**src/rtl/pipeline_collector_pkg.sv**
```systemverilog
// Shared widths and the stored entry layout for the pipeline result collector.
package pipeline_collector_pkg;

    localparam int DATA_W = 12;
    localparam int ADR_W  = 13;
    localparam int CSUM_W = 16;

    typedef struct packed {
        logic [ADR_W-1:0]  adr;
        logic [DATA_W-1:0] data;
    } entry_t;

endpackage

```
**src/rtl/collector_fifo.sv**
```systemverilog
// First-word-fall-through storage for collected results: memory, pointers and level.
// DEPTH must be a power of two so the pointers wrap naturally.
module collector_fifo
    import pipeline_collector_pkg::*;
#(
    parameter  int DEPTH = 8,
    localparam int PTR_W = $clog2(DEPTH),
    localparam int LVL_W = PTR_W + 1
) (
    input  logic             clk,
    input  logic             i_rst,
    input  entry_t           i_wr_entry,
    input  logic             i_wr_valid,
    input  logic             i_rd_ready,
    output entry_t           o_rd_entry,
    output logic             o_rd_valid,
    output logic [LVL_W-1:0] o_level,
    output logic             o_push
);

    logic [PTR_W-1:0] r_wr_ptr;
    logic [PTR_W-1:0] r_rd_ptr;
    logic [LVL_W-1:0] r_level;
    entry_t           r_mem [DEPTH];

    logic w_full;
    logic w_pop;
    logic w_push;

    assign w_full = (r_level == LVL_W'(DEPTH));
    assign w_pop  = (r_level != '0) && i_rd_ready;
    // A full FIFO still accepts a word when the head retires on the same edge.
    assign w_push = i_wr_valid && (!w_full || w_pop);

    // NOTE: sequential state uses non-blocking assignments so every register
    // samples pre-edge values regardless of statement order.
    always_ff @(posedge clk) begin
        if (i_rst) begin
            r_wr_ptr <= '0;
            r_rd_ptr <= '0;
            r_level  <= '0;
        end else begin
            if (w_push) r_wr_ptr <= r_wr_ptr + PTR_W'(1);
            if (w_pop)  r_rd_ptr <= r_rd_ptr + PTR_W'(1);
            if (w_push && !w_pop)      r_level <= r_level + LVL_W'(1);
            else if (w_pop && !w_push) r_level <= r_level - LVL_W'(1);
        end
    end

    // NOTE: the memory array has no reset; empty slots are never observable
    // because the head is masked to zero whenever the level is zero.
    always_ff @(posedge clk) begin
        if (!i_rst && w_push) r_mem[r_wr_ptr] <= i_wr_entry;
    end

    assign o_rd_valid = (r_level != '0);
    assign o_rd_entry = o_rd_valid ? r_mem[r_rd_ptr] : '0;
    assign o_level    = r_level;
    assign o_push     = w_push;

endmodule

```
**src/rtl/pipeline_result_collector.sv**
```systemverilog
// Collects upstream pipeline results into a FWFT FIFO with overflow tracking.
// Define COLLECTOR_CHECKSUM_EN to build the running checksum of accepted words.
module pipeline_result_collector
    import pipeline_collector_pkg::*;
#(
    parameter  int DEPTH  = 8,
    parameter  int DROP_W = 8,
    localparam int LVL_W  = $clog2(DEPTH) + 1
) (
    input  logic              clk,
    input  logic              pon_rst_i,
    input  logic [DATA_W-1:0] in_data,
    input  logic              in_valid,
    input  logic [ADR_W-1:0]  in_adr,
    output logic [DATA_W-1:0] out_data,
    output logic [ADR_W-1:0]  out_adr,
    output logic              out_valid,
    input  logic              out_ready,
    output logic [LVL_W-1:0]  level,
    output logic              ovf,
    input  logic              ovf_clr,
    output logic [DROP_W-1:0] drop_cnt,
    output logic [CSUM_W-1:0] checksum
);

    entry_t w_in_entry;
    entry_t w_head;
    logic   w_push;
    logic   w_drop;

    logic              r_ovf;
    logic [DROP_W-1:0] r_drop_cnt;

    assign w_in_entry = '{adr: in_adr, data: in_data};

    collector_fifo #(
        .DEPTH (DEPTH)
    ) u_fifo (
        .clk        (clk),
        .i_rst      (pon_rst_i),
        .i_wr_entry (w_in_entry),
        .i_wr_valid (in_valid),
        .i_rd_ready (out_ready),
        .o_rd_entry (w_head),
        .o_rd_valid (out_valid),
        .o_level    (level),
        .o_push     (w_push)
    );

    assign w_drop = in_valid && !w_push;

    // A drop in the same cycle as a clear wins: the flag stays set and the count restarts at one.
    always_ff @(posedge clk) begin
        if (pon_rst_i) begin
            r_ovf      <= 1'b0;
            r_drop_cnt <= '0;
        end else if (w_drop) begin
            r_ovf <= 1'b1;
            if (ovf_clr)               r_drop_cnt <= DROP_W'(1);
            else if (r_drop_cnt != '1) r_drop_cnt <= r_drop_cnt + DROP_W'(1);
        end else if (ovf_clr) begin
            r_ovf      <= 1'b0;
            r_drop_cnt <= '0;
        end
    end

`ifdef COLLECTOR_CHECKSUM_EN
    logic [CSUM_W-1:0] r_checksum;

    always_ff @(posedge clk) begin
        if (pon_rst_i)   r_checksum <= '0;
        else if (w_push) r_checksum <= r_checksum + CSUM_W'(in_data);
    end

    assign checksum = r_checksum;
`else
    assign checksum = '0;
`endif

    assign out_data = w_head.data;
    assign out_adr  = w_head.adr;
    assign ovf      = r_ovf;
    assign drop_cnt = r_drop_cnt;

endmodule

```
**config.mk**
```make
export PLATFORM = sky130hd
export DESIGN_NAME = pipeline_result_collector
export DESIGN_NICKNAME = d
export VERILOG_FILES = /design/src/rtl/pipeline_collector_pkg.sv /design/src/rtl/collector_fifo.sv /design/src/rtl/pipeline_result_collector.sv
export SDC_FILE = /design/constraint.sdc
export NUM_CORES = 1
export LEC_CHECK = 0
export CAP_MARGIN = 20
export CORE_AREA = 2 2 143 145
export CTS_CLUSTER_DIAMETER = 60
export CTS_CLUSTER_SIZE = 28
export DETAILED_ROUTE_END_ITERATION = 10
export DIE_AREA = 0 0 145 147
export DONT_BUFFER_PORTS = 1
export GPL_ROUTABILITY_DRIVEN = 0
export PLACE_DENSITY_LB_ADDON = 0.3
export SETUP_SLACK_MARGIN = 0.3
export SYNTH_ARGS = -nofsm -noshare
export SYNTH_HDL_FRONTEND = slang
export SYNTH_SLANG_ARGS = --single-unit
```
**constraint.sdc**
```tcl
create_clock -name clk -period 5.3 [get_ports clk]
set_clock_uncertainty 0.2 [all_clocks]
set_input_delay 0.53 -clock clk [delete_from_list [all_inputs] [get_ports clk]]
set_output_delay 0.53 -clock clk [all_outputs]
set_load 0.01 [all_outputs]
```
## Word-level counts from Yosys, hierarchy flattened

Memory sizes are Yosys's and may differ from the RTL's. A register that Yosys moved wholly into a read port is not among the register bits.
Cells that the tools add are included.

| storage, ports and cells | value |
|---|---|
| flip-flop bits (word level) | 19 |
| latch bits | 0 |
| RAM bits | 200 |
| ROM bits | 0 |
| memories kept | 1 |

| operators by class | value |
|---|---|
| add/subtract/negate cells | 5 |
| multiply operators | 0 |
| div/mod/pow operators | 0 |
| $lt $le $gt $ge | 0 |
| eq/ne operators | 2 |
| shifts and indexed selects | 0 |
| muxes and demuxes | 13 |
| bitwise gates (word level) | 0 |
| reduce and logical (&&, ||, !) cells | 16 |

Memory list:

| memory | words | bits a word | rd ports | clocked after memory_dff | wr ports | line | source |
|---|---|---|---|---|---|---|---|
| u_fifo.r_mem | 8 | 25 | 1 | 1 | 1 | collector_fifo.sv:24 | `entry_t r_mem [DEPTH];` |

Operators with widths:

| cell | count |
|---|---|
| two-way mux 8 bit | 4 |
| two-way mux 25 bit | 1 |
| adder 8 x 1 -> 8 bit (second input constant) | 1 |
| two-way mux 4 bit | 2 |
| inequality test 8 bit (second input constant) | 1 |
| adder 3 x 1 -> 3 bit (second input constant) | 2 |
| logical AND 1 bit | 6 |
| two-way mux 3 bit | 2 |
| nonzero test 2 bit | 3 |
| adder 4 x 1 -> 4 bit (second input constant) | 1 |
| equality test 4 bit (second input constant) | 1 |
| zero test 1 bit | 4 |
| two-way mux 1 bit | 4 |
| nonzero test 4 bit | 1 |
| subtractor 4 x 1 -> 4 bit (second input constant) | 1 |
| AND reduction 2 bit | 1 |
| logical OR 1 bit | 1 |

## Longest topological paths before layout

Gate-level depths: netlist (run 1).

| logic depth | value |
|---|---|
| depth after elaboration | 8 |
| depth in mapped cells | 12 |
| depth with buffers taken out | 11 |

## Modules after synthesis

A second synthesis (run 1) with hierarchy kept.

| unflattened totals | value |
|---|---|
| cell total of the unflattened synthesis | 462 |
| area total of the unflattened synthesis | 8,886.0 um^2 |

By module, submodules not included:

| module | times used | cells an instance | area an instance (um^2) |
|---|---|---|---|
| collector_fifo | 1 | 393 | 8,291.7 |
| pipeline_result_collector | 1 | 69 | 594.3 |

## Worst setup path before layout (run 1)

OpenSTA, ideal clock, no wires.

| timing | value |
|---|---|
| path kind | register to register |
| start point | reg u_fifo.r_level[0] (netlist: u_fifo.o_level[0]) |
| end point | mem u_fifo.r_mem[0][0] in the netlist's numbering (enable) |
| library setup time | 0.470 ns |
| arrival time | 3.445 ns |
| data required time | 4.630 ns |
| slack | 1.185 ns |
| cell stages (with the launch flop) | 7 |
| path through | dfxtp_1 > or3_1 > buf_6 > o21ai_2 > inv_2 > nand2b_1 > nor4_1 |

| on the way | value |
|---|---|
| cells in the longest elaborated chain, start to end | 7 |
| elaborated cells between the ends (all ways) | 9 |

RTL lines:

| element | line | source |
|---|---|---|
| start, declared | collector_fifo.sv:23 | `logic [LVL_W-1:0] r_level;` |
| start signal, assigned | collector_fifo.sv:45 | `if (w_push && !w_pop) r_level <= r_level + LVL_W'(1);` |
| start signal, assigned | collector_fifo.sv:46 | `else if (w_pop && !w_push) r_level <= r_level - LVL_W'(1);` |
| equality test 4 bit / nonzero test 4 bit (equally long branches) | collector_fifo.sv:30, collector_fifo.sv:31 |  |
| zero test 1 bit / logical AND 1 bit (equally long branches) | collector_fifo.sv:33, collector_fifo.sv:31 |  |
| logical OR 1 bit (*) | collector_fifo.sv:33 | `assign w_push = i_wr_valid && (!w_full \|\| w_pop);` |
| logical AND 1 bit (*) | collector_fifo.sv:33 |  |
| logical AND 1 bit (*) | collector_fifo.sv:53 | `if (!i_rst && w_push) r_mem[r_wr_ptr] <= i_wr_entry;` |
| two-way mux 1 bit (*) | collector_fifo.sv:53 |  |
| two-way mux 1 bit (not written as such) (*) | collector_fifo.sv:53 |  |
| end, declared | collector_fifo.sv:24 |  |

Mark *: on every way between the ends. The rest lies on a longest branch, timed or not.

## Final worst setup path (run 1)

| timing | value |
|---|---|
| start point | reg u_fifo.r_level[0] (netlist: u_fifo.o_level[0]) |
| end point | reg u_fifo.r_level[3] (netlist: u_fifo.o_level[3]) |

| on the way | value |
|---|---|
| cells in the longest elaborated chain, start to end | 7 |
| elaborated cells between the ends (all ways) | 15 |

RTL lines:

| element | line | source |
|---|---|---|
| nonzero test 4 bit (*) | n/a |  |
| net out_valid | pipeline_result_collector.sv:17 | `output logic out_valid,` |
| logical AND 1 bit (*) | collector_fifo.sv:31 | `assign w_pop = (r_level != '0) && i_rd_ready;` |
| logical OR 1 bit | collector_fifo.sv:33 |  |
| logical AND 1 bit | collector_fifo.sv:33 |  |
| zero test 1 bit | collector_fifo.sv:46 |  |
| logical AND 1 bit | collector_fifo.sv:46 |  |
| nonzero test 2 bit (no line) | n/a |  |

The timed path passes the listed nets; every way through them passes the cells marked *. The select of a mux whose other input is x is not followed.
A chain may end at the register's enable or synchronous reset.

==> results.cfg, run 1 <==
[critical_path]
rr_worst_depth = 11
critPathSlowestCell = nor2_4
crit_path_start_kind = flop
path_max_fanout = 26
slowest_delay_ns = 0.70
startpoint = u_fifo.o_level[0]$_SDFFE_PP0P_
criticalPathCategory = flop to flop
rr_endpoint = u_fifo.o_level[3]$_SDFFE_PP0P_
cp.arrival_ns = 3.88
cp_top_family = simple AND/OR/NAND/NOR gates
ff2ff_setup_slack_ns = 1.58
endpoint_kind = flop
path_buf_inv = 2
worst_ep_required_time_ns = 5.46
worstReg2RegStart = u_fifo.o_level[0]$_SDFFE_PP0P_
crit_top_cell = ha_1
cp.depth = 11
worstSetupEndpoint = u_fifo.o_level[3]$_SDFFE_PP0P_
crit_chain = or3_1, nor2_4, inv_2, nand2_2, ha_1, inv_1, ha_1, a21oi_1, a211oi_1, a31oi_1, mux2_2

[sta]
setup_violations = 0
rsz0062_at_grt = no
hold_violations = 0
timing.slew.headroom_pct = 32.0
period_needed_ns = 3.72
setup_tns_ns = 0
fin_ws_ns = 1.58
period_share_pct = 70.2
worst_pin_slew_ns = 1.02
maxSlewViolCount = 0
fmax_ghz = 0.269

[clocking]
cts_setup_buffers = 0
clockBufferDepth = 3
ctsResizeCount = 0
clkTransAtPathRegs_ns = 0.08
cts_tree = yes
clkLatencyLatePin_ns = 0.46
h-tree-depth = 1
clock-root-buffer = clkbuf_16
numCtsBuffers = 15
cts_sinks = 222

[placed_design]
port-buffer-count = 0
dpl_cell_area_mm2 = 0.00911
dpl.hpwl_mm = 9.52
preCtsSetupSlack_ns = 1.54

[pwr]
ir_drop_mv = 0.185
total_power_mw = 4.17
leakage_nw = 3.05
power.density_mw_per_mm2 = 421

[synth]
syn_area_per_cell_um2 = 18.9
synth_most_common_cell = edfxtp_1
synth_ff_type = edfxtp_1
synth.yosys.seq_area_share_pct = 73.1
synth.distinct_cells = 45
synth_edf_count = 200
synth_common_cells = edfxtp_1, mux4_2, nor2_1, mux2i_1, dfxtp_1
async_flop_share_pct = 0
yosys-top-cells-area = edfxtp_1, mux4_2, dfxtp_1
ys_warn_count = 0
synth_area_mm2 = 0.00882
synth_cells = 467
netlist.area_leader.share_pct = 68.1
ys_ff_latch = 222
synth_area_leader_cell = edfxtp_1

[die]
dieHeight_um = 147
core-area_mm2 = 0.0198
die-width_um = 145
start_util_pct = 44.4
io_pins = 85
num_rows = 52
die_area_mm2 = 0.0213

[global_routing]
grt_antenna_before_repair = 1
grtUsageTotal_pct = 15.6
grt_pass1_vias = 4381
overflow = 0
grt_max_degree = 51
grt_pass1_wl_mm = 25.5

[worst_hold_path]
hold_path_depth = 2
hold_path_class = input pin to flop

[routing]
drcViolationCount = 0
ant_nets = 0
drt_first_pass_iters = 4
num_vias = 4178
drtIter0Drc = 206
via_per_inst = 5.37
routedWlPerCell_um = 21.1
wl_mm = 16.5

[flow_run]
cap_viol_max_count = 0

[final_layout]
drive_gt1_share_pct = 21.1
syn_to_final_growth_pct = 12.3
final_nets = 536
final_area_mm2 = 0.00990
fin_util_pct = 49.9

[status]
outcome = finished clean
-- per-layer routing --
layer | track usage, % | up-vias | wire length, um | share of wire, %
met5 | 0 | - | 0 | 0
met4 | 3.76 | 0 | 284 | 1.7
met3 | 3.60 | 21 | 907 | 5.5
met2 | 27.3 | 109 | 8320 | 51
met1 | 19.9 | 2171 | 6940 | 42
li1 | - | 1877 | - | -
-- how the worst min path moves through the flow --
stage | from | endpoint
2_1_floorplan | u_fifo.r_rd_ptr[1]$_SDFFE_PP0N_ | flop
3_3_place_gp | u_fifo.r_rd_ptr[1]$_SDFFE_PP0N_ | flop
3_5_place_dp | u_fifo.r_rd_ptr[1]$_SDFFE_PP0N_ | flop
4_1_cts | out_ready | flop
5_1_grt | out_ready | flop
6_report | out_ready | flop
-- what timing repair did --
| action | CTS | global route |
|---|---|---|
| hold buffers | 26 | 0 |
| hold endpoints to repair | 213 | 0 |
| endpoints found under the setup margin | 0 | 0 |
-- worst register-to-register path: cells and delay by family (launching register included) --
family                   cells  cell delay (ns)
multiplexers                 1             0.35
adder cells (fa/ha/maj)      2             0.50
AND/OR/NAND/NOR              3             1.45
AO/OA/AOI/OAI                3             0.44
buffers and inverters        2             0.27
flip-flops                   1             0.40
-- kinds of logic (layout without fill, tap and decap cells) --
family | count (synthesis) | count (layout) | share of synthesized area [%]
AO/OA/AOI/OAI | 24 | 24 | 2.00
XOR/XNOR | 5 | 5 | 0.497
adder cells (fa/ha/maj) | 7 | 7 | 1.08
buffers and inverters | 44 | 69 | 2.77
flip-flops | 222 | 222 | 73.1
multiplexers | 78 | 78 | 16.0
other | 1 | 17 | 0.0425
AND/OR/NAND/NOR | 86 | 86 | 4.57
-- state kept, by name (all words and copies together) (netlist names), named ones only --
| register | cells |
|---|---|
| drop_cnt | 8 |
| ovf | 1 |
| u_fifo.o_level | 4 |
| u_fifo.r_mem | 200 |
| u_fifo.r_rd_ptr | 3 |
| u_fifo.r_wr_ptr | 3 |
-- through the flow --
stage                     instances  hold slack, ns
after floorplan                 482           0.254
after global placement          725           0.257
after detailed placement        725           0.275
after CTS                       776          0.0299
after global routing            778          0.0387
final                           778          0.0501
-- where the power goes --
group | total (mW) | leakage (nW) | internal, mW | switching, mW
Sequential | 2.07 | 1.99 | 1.96 | 0.108
Clock | 1.20 | 0.243 | 0.598 | 0.606
Combinational | 0.897 | 0.820 | 0.418 | 0.478
-- placed cells by master, fill, tap and decap left out, drive strengths merged, types with 4 or more instances in the layout --
| master | Yosys | layout |
|---|---|---|
| a21oi | 11 | 11 |
| buf | 31 | 12 |
| nor2 | 48 | 48 |
| dfxtp | 22 | 22 |
| nand3b | 4 | 4 |
| mux2i | 27 | 27 |
| clkbuf | 7 | 15 |
| nand3 | 7 | 7 |
| nor3 | 4 | 4 |
| ha | 6 | 6 |
| nor4 | 4 | 4 |
| nand2 | 10 | 10 |
| mux4 | 50 | 50 |
| inv | 6 | 11 |
| dlygate4sd3 | 0 | 26 |
| conb | 1 | 16 |
| edfxtp | 200 | 200 |
-- final cells by class --
cell class,instances,area (um^2)
fill,1600,9940
inverter,6,22.5
timing repair buffer,38,370
tap,270,338
clock buffer,15,375
antenna,1,2.50
clock inverter,10,124
sequential,222,6450
multi-input combinational,216,2220
(Power assumes the default switching activity.)
==> run 2, diff against run 1 <==
Clock period 5.3 ns to 3.2 ns, I/O delays scaled along.
==> results.cfg, run 2 (synthesis gave the netlist of run 1 again) <==
[routing]
num_vias = 4202
drcViolationCount = 0
wl_mm = 16.5
drtIter0Drc = 297
drt_first_pass_iters = 5
routedWlPerCell_um = 21.0
via_per_inst = 5.35
ant_nets = 0

[clocking]
clockBufferDepth = 3
clkTransAtPathRegs_ns = 0.10
cts_sinks = 222
cts_tree = yes
clock-root-buffer = clkbuf_16
clkLatencyLatePin_ns = 0.47
h-tree-depth = 1
numCtsBuffers = 14

[final_layout]
drive_gt1_share_pct = 22.1
mostFrequentLayoutCells = edfxtp_1, mux4_2, nor2_1
mostFrequentLayoutCell = edfxtp_1
register_area_mm2 = 0.00646
final_nets = 544
num_antenna_cells = 0
nFillCells = 1590
syn_to_final_growth_pct = 13.8
top_register = u_fifo.r_mem
multiInputGateArea_mm2 = 0.00226
largest_reg_flops = 200

[sta]
timing.slew.headroom_pct = 43.3
worst_pin_slew_ns = 0.851
whs_ns = 0.121
setup_violations = 0
maxSlewViolCount = 0
hold_violations = 0
setup_tns_ns = 0
period_needed_ns = 2.80
rsz0062_at_grt = yes
period_share_pct = 87.4
fmax_ghz = 0.358

[global_routing]
grt_antenna_before_repair = 0
grt_pass1_vias = 4560
grt_max_degree = 29
overflow = 0
grtUsageTotal_pct = 15.9
grt_pass1_wl_mm = 26.2

[worst_hold_path]
hold_path_class = input pin to flop

[die]
die_area_mm2 = 0.0213
core-area_mm2 = 0.0198
start_util_pct = 44.4
die-width_um = 145
num_rows = 52
dieHeight_um = 147
io_pins = 85

[pwr]
ir_drop_mv = 0.438
power.density_mw_per_mm2 = 697
leakage_nw = 3.10

[critical_path]
criticalPathCategory = flop to flop
crit_path_start_kind = flop
worst_ep_required_time_ns = 3.37
path_max_fanout = 5
ff2ff_setup_slack_ns = 0.40
endpoint_kind = flop
cp.arrival_ns = 2.96

[placed_design]
dpl.hpwl_mm = 9.98
port-buffer-count = 0

[status]
outcome = finished clean

[flow_run]
cap_viol_max_count = 0
-- run 2: cell types whose count changed in the layout (fill, tap and decap cells not counted), sizes merged --
cell,delta
diode,-1
buf,+5
inv,-2
clkinv,+1
dlygate4sd3,+4
clkbuf,+1
clkinvlp,-1
-- run 2: report_power, final --
part	total (mW)	internal, mW	switching [mW]
Combinational	1.60	0.757	0.841
Clock	1.98	0.995	0.988
Sequential	3.42	3.26	0.162
-- run 2: metal layers --
metal  track usage, %  vias to the layer above  share of wire (%)
li1                 -                     1893                  -
met1             20.8                     2170                 41
met2             28.1                      124                 52
met3             3.17                       15                5.5
met4             3.07                        0                1.2
met5                0                        -                  0
-- run 2: worst paths after layout --
check                                                      from                              to  depth (start not counted)
worst max-delay path             u_fifo.o_level[0]$_SDFFE_PP0P_  u_fifo.o_level[3]$_SDFFE_PP0P_                         11
worst min-delay path                                  pon_rst_i    u_fifo.r_mem[6][5]$_DFFE_PP_                          2
worst max register to register   u_fifo.o_level[0]$_SDFFE_PP0P_  u_fifo.o_level[3]$_SDFFE_PP0P_                         11
worst min register to register  u_fifo.r_rd_ptr[1]$_SDFFE_PP0N_                            flop                          2
-- run 2: timing repair --
action                     in CTS  in global routing
hold endpoints to repair      225                  0
hold buffers                   30                  0
setup endpoints to repair       8                  9
buffers inserted                1                  0
gates resized for setup         1                  5
-- run 2: through the flow --
stage	instances	total power, mW	util [%]	instance area, um^2	worst slack (ns)
after CTS	785	7.09	50.5	10000	0.265
after detailed placement	730	5.01	46.3	9190	0.263
after floorplan	482	4.66	-	8910	0.124
final	785	7.00	50.6	10000	0.403
after global placement	730	4.99	46.3	9190	0.298
after global routing	785	7.35	50.6	10000	0.238
-- run 2: cell type report --
type / instances / share of cell area [%]
Sequential cell: 222 / 64.3
Multi-Input combinational cell: 216 / 22.6
Timing Repair Buffer: 47 / 4.51
Clock buffer: 16 / 3.78
Tap cell: 270 / 3.36
Clock inverter: 8 / 1.25
Inverter: 6 / 0.224
-- run 2: critical path, cell delays in order, from the launching register on --
cell and delay, ns:
dfxtp_2 0.38, or3_4 0.44, nor2_4 0.11, inv_2 0.08, nand2_2 0.10, ha_1 0.17
inv_1 0.09, ha_1 0.34, a21oi_2 0.17, a211oi_1 0.09, a31oi_1 0.17, mux2_2 0.34
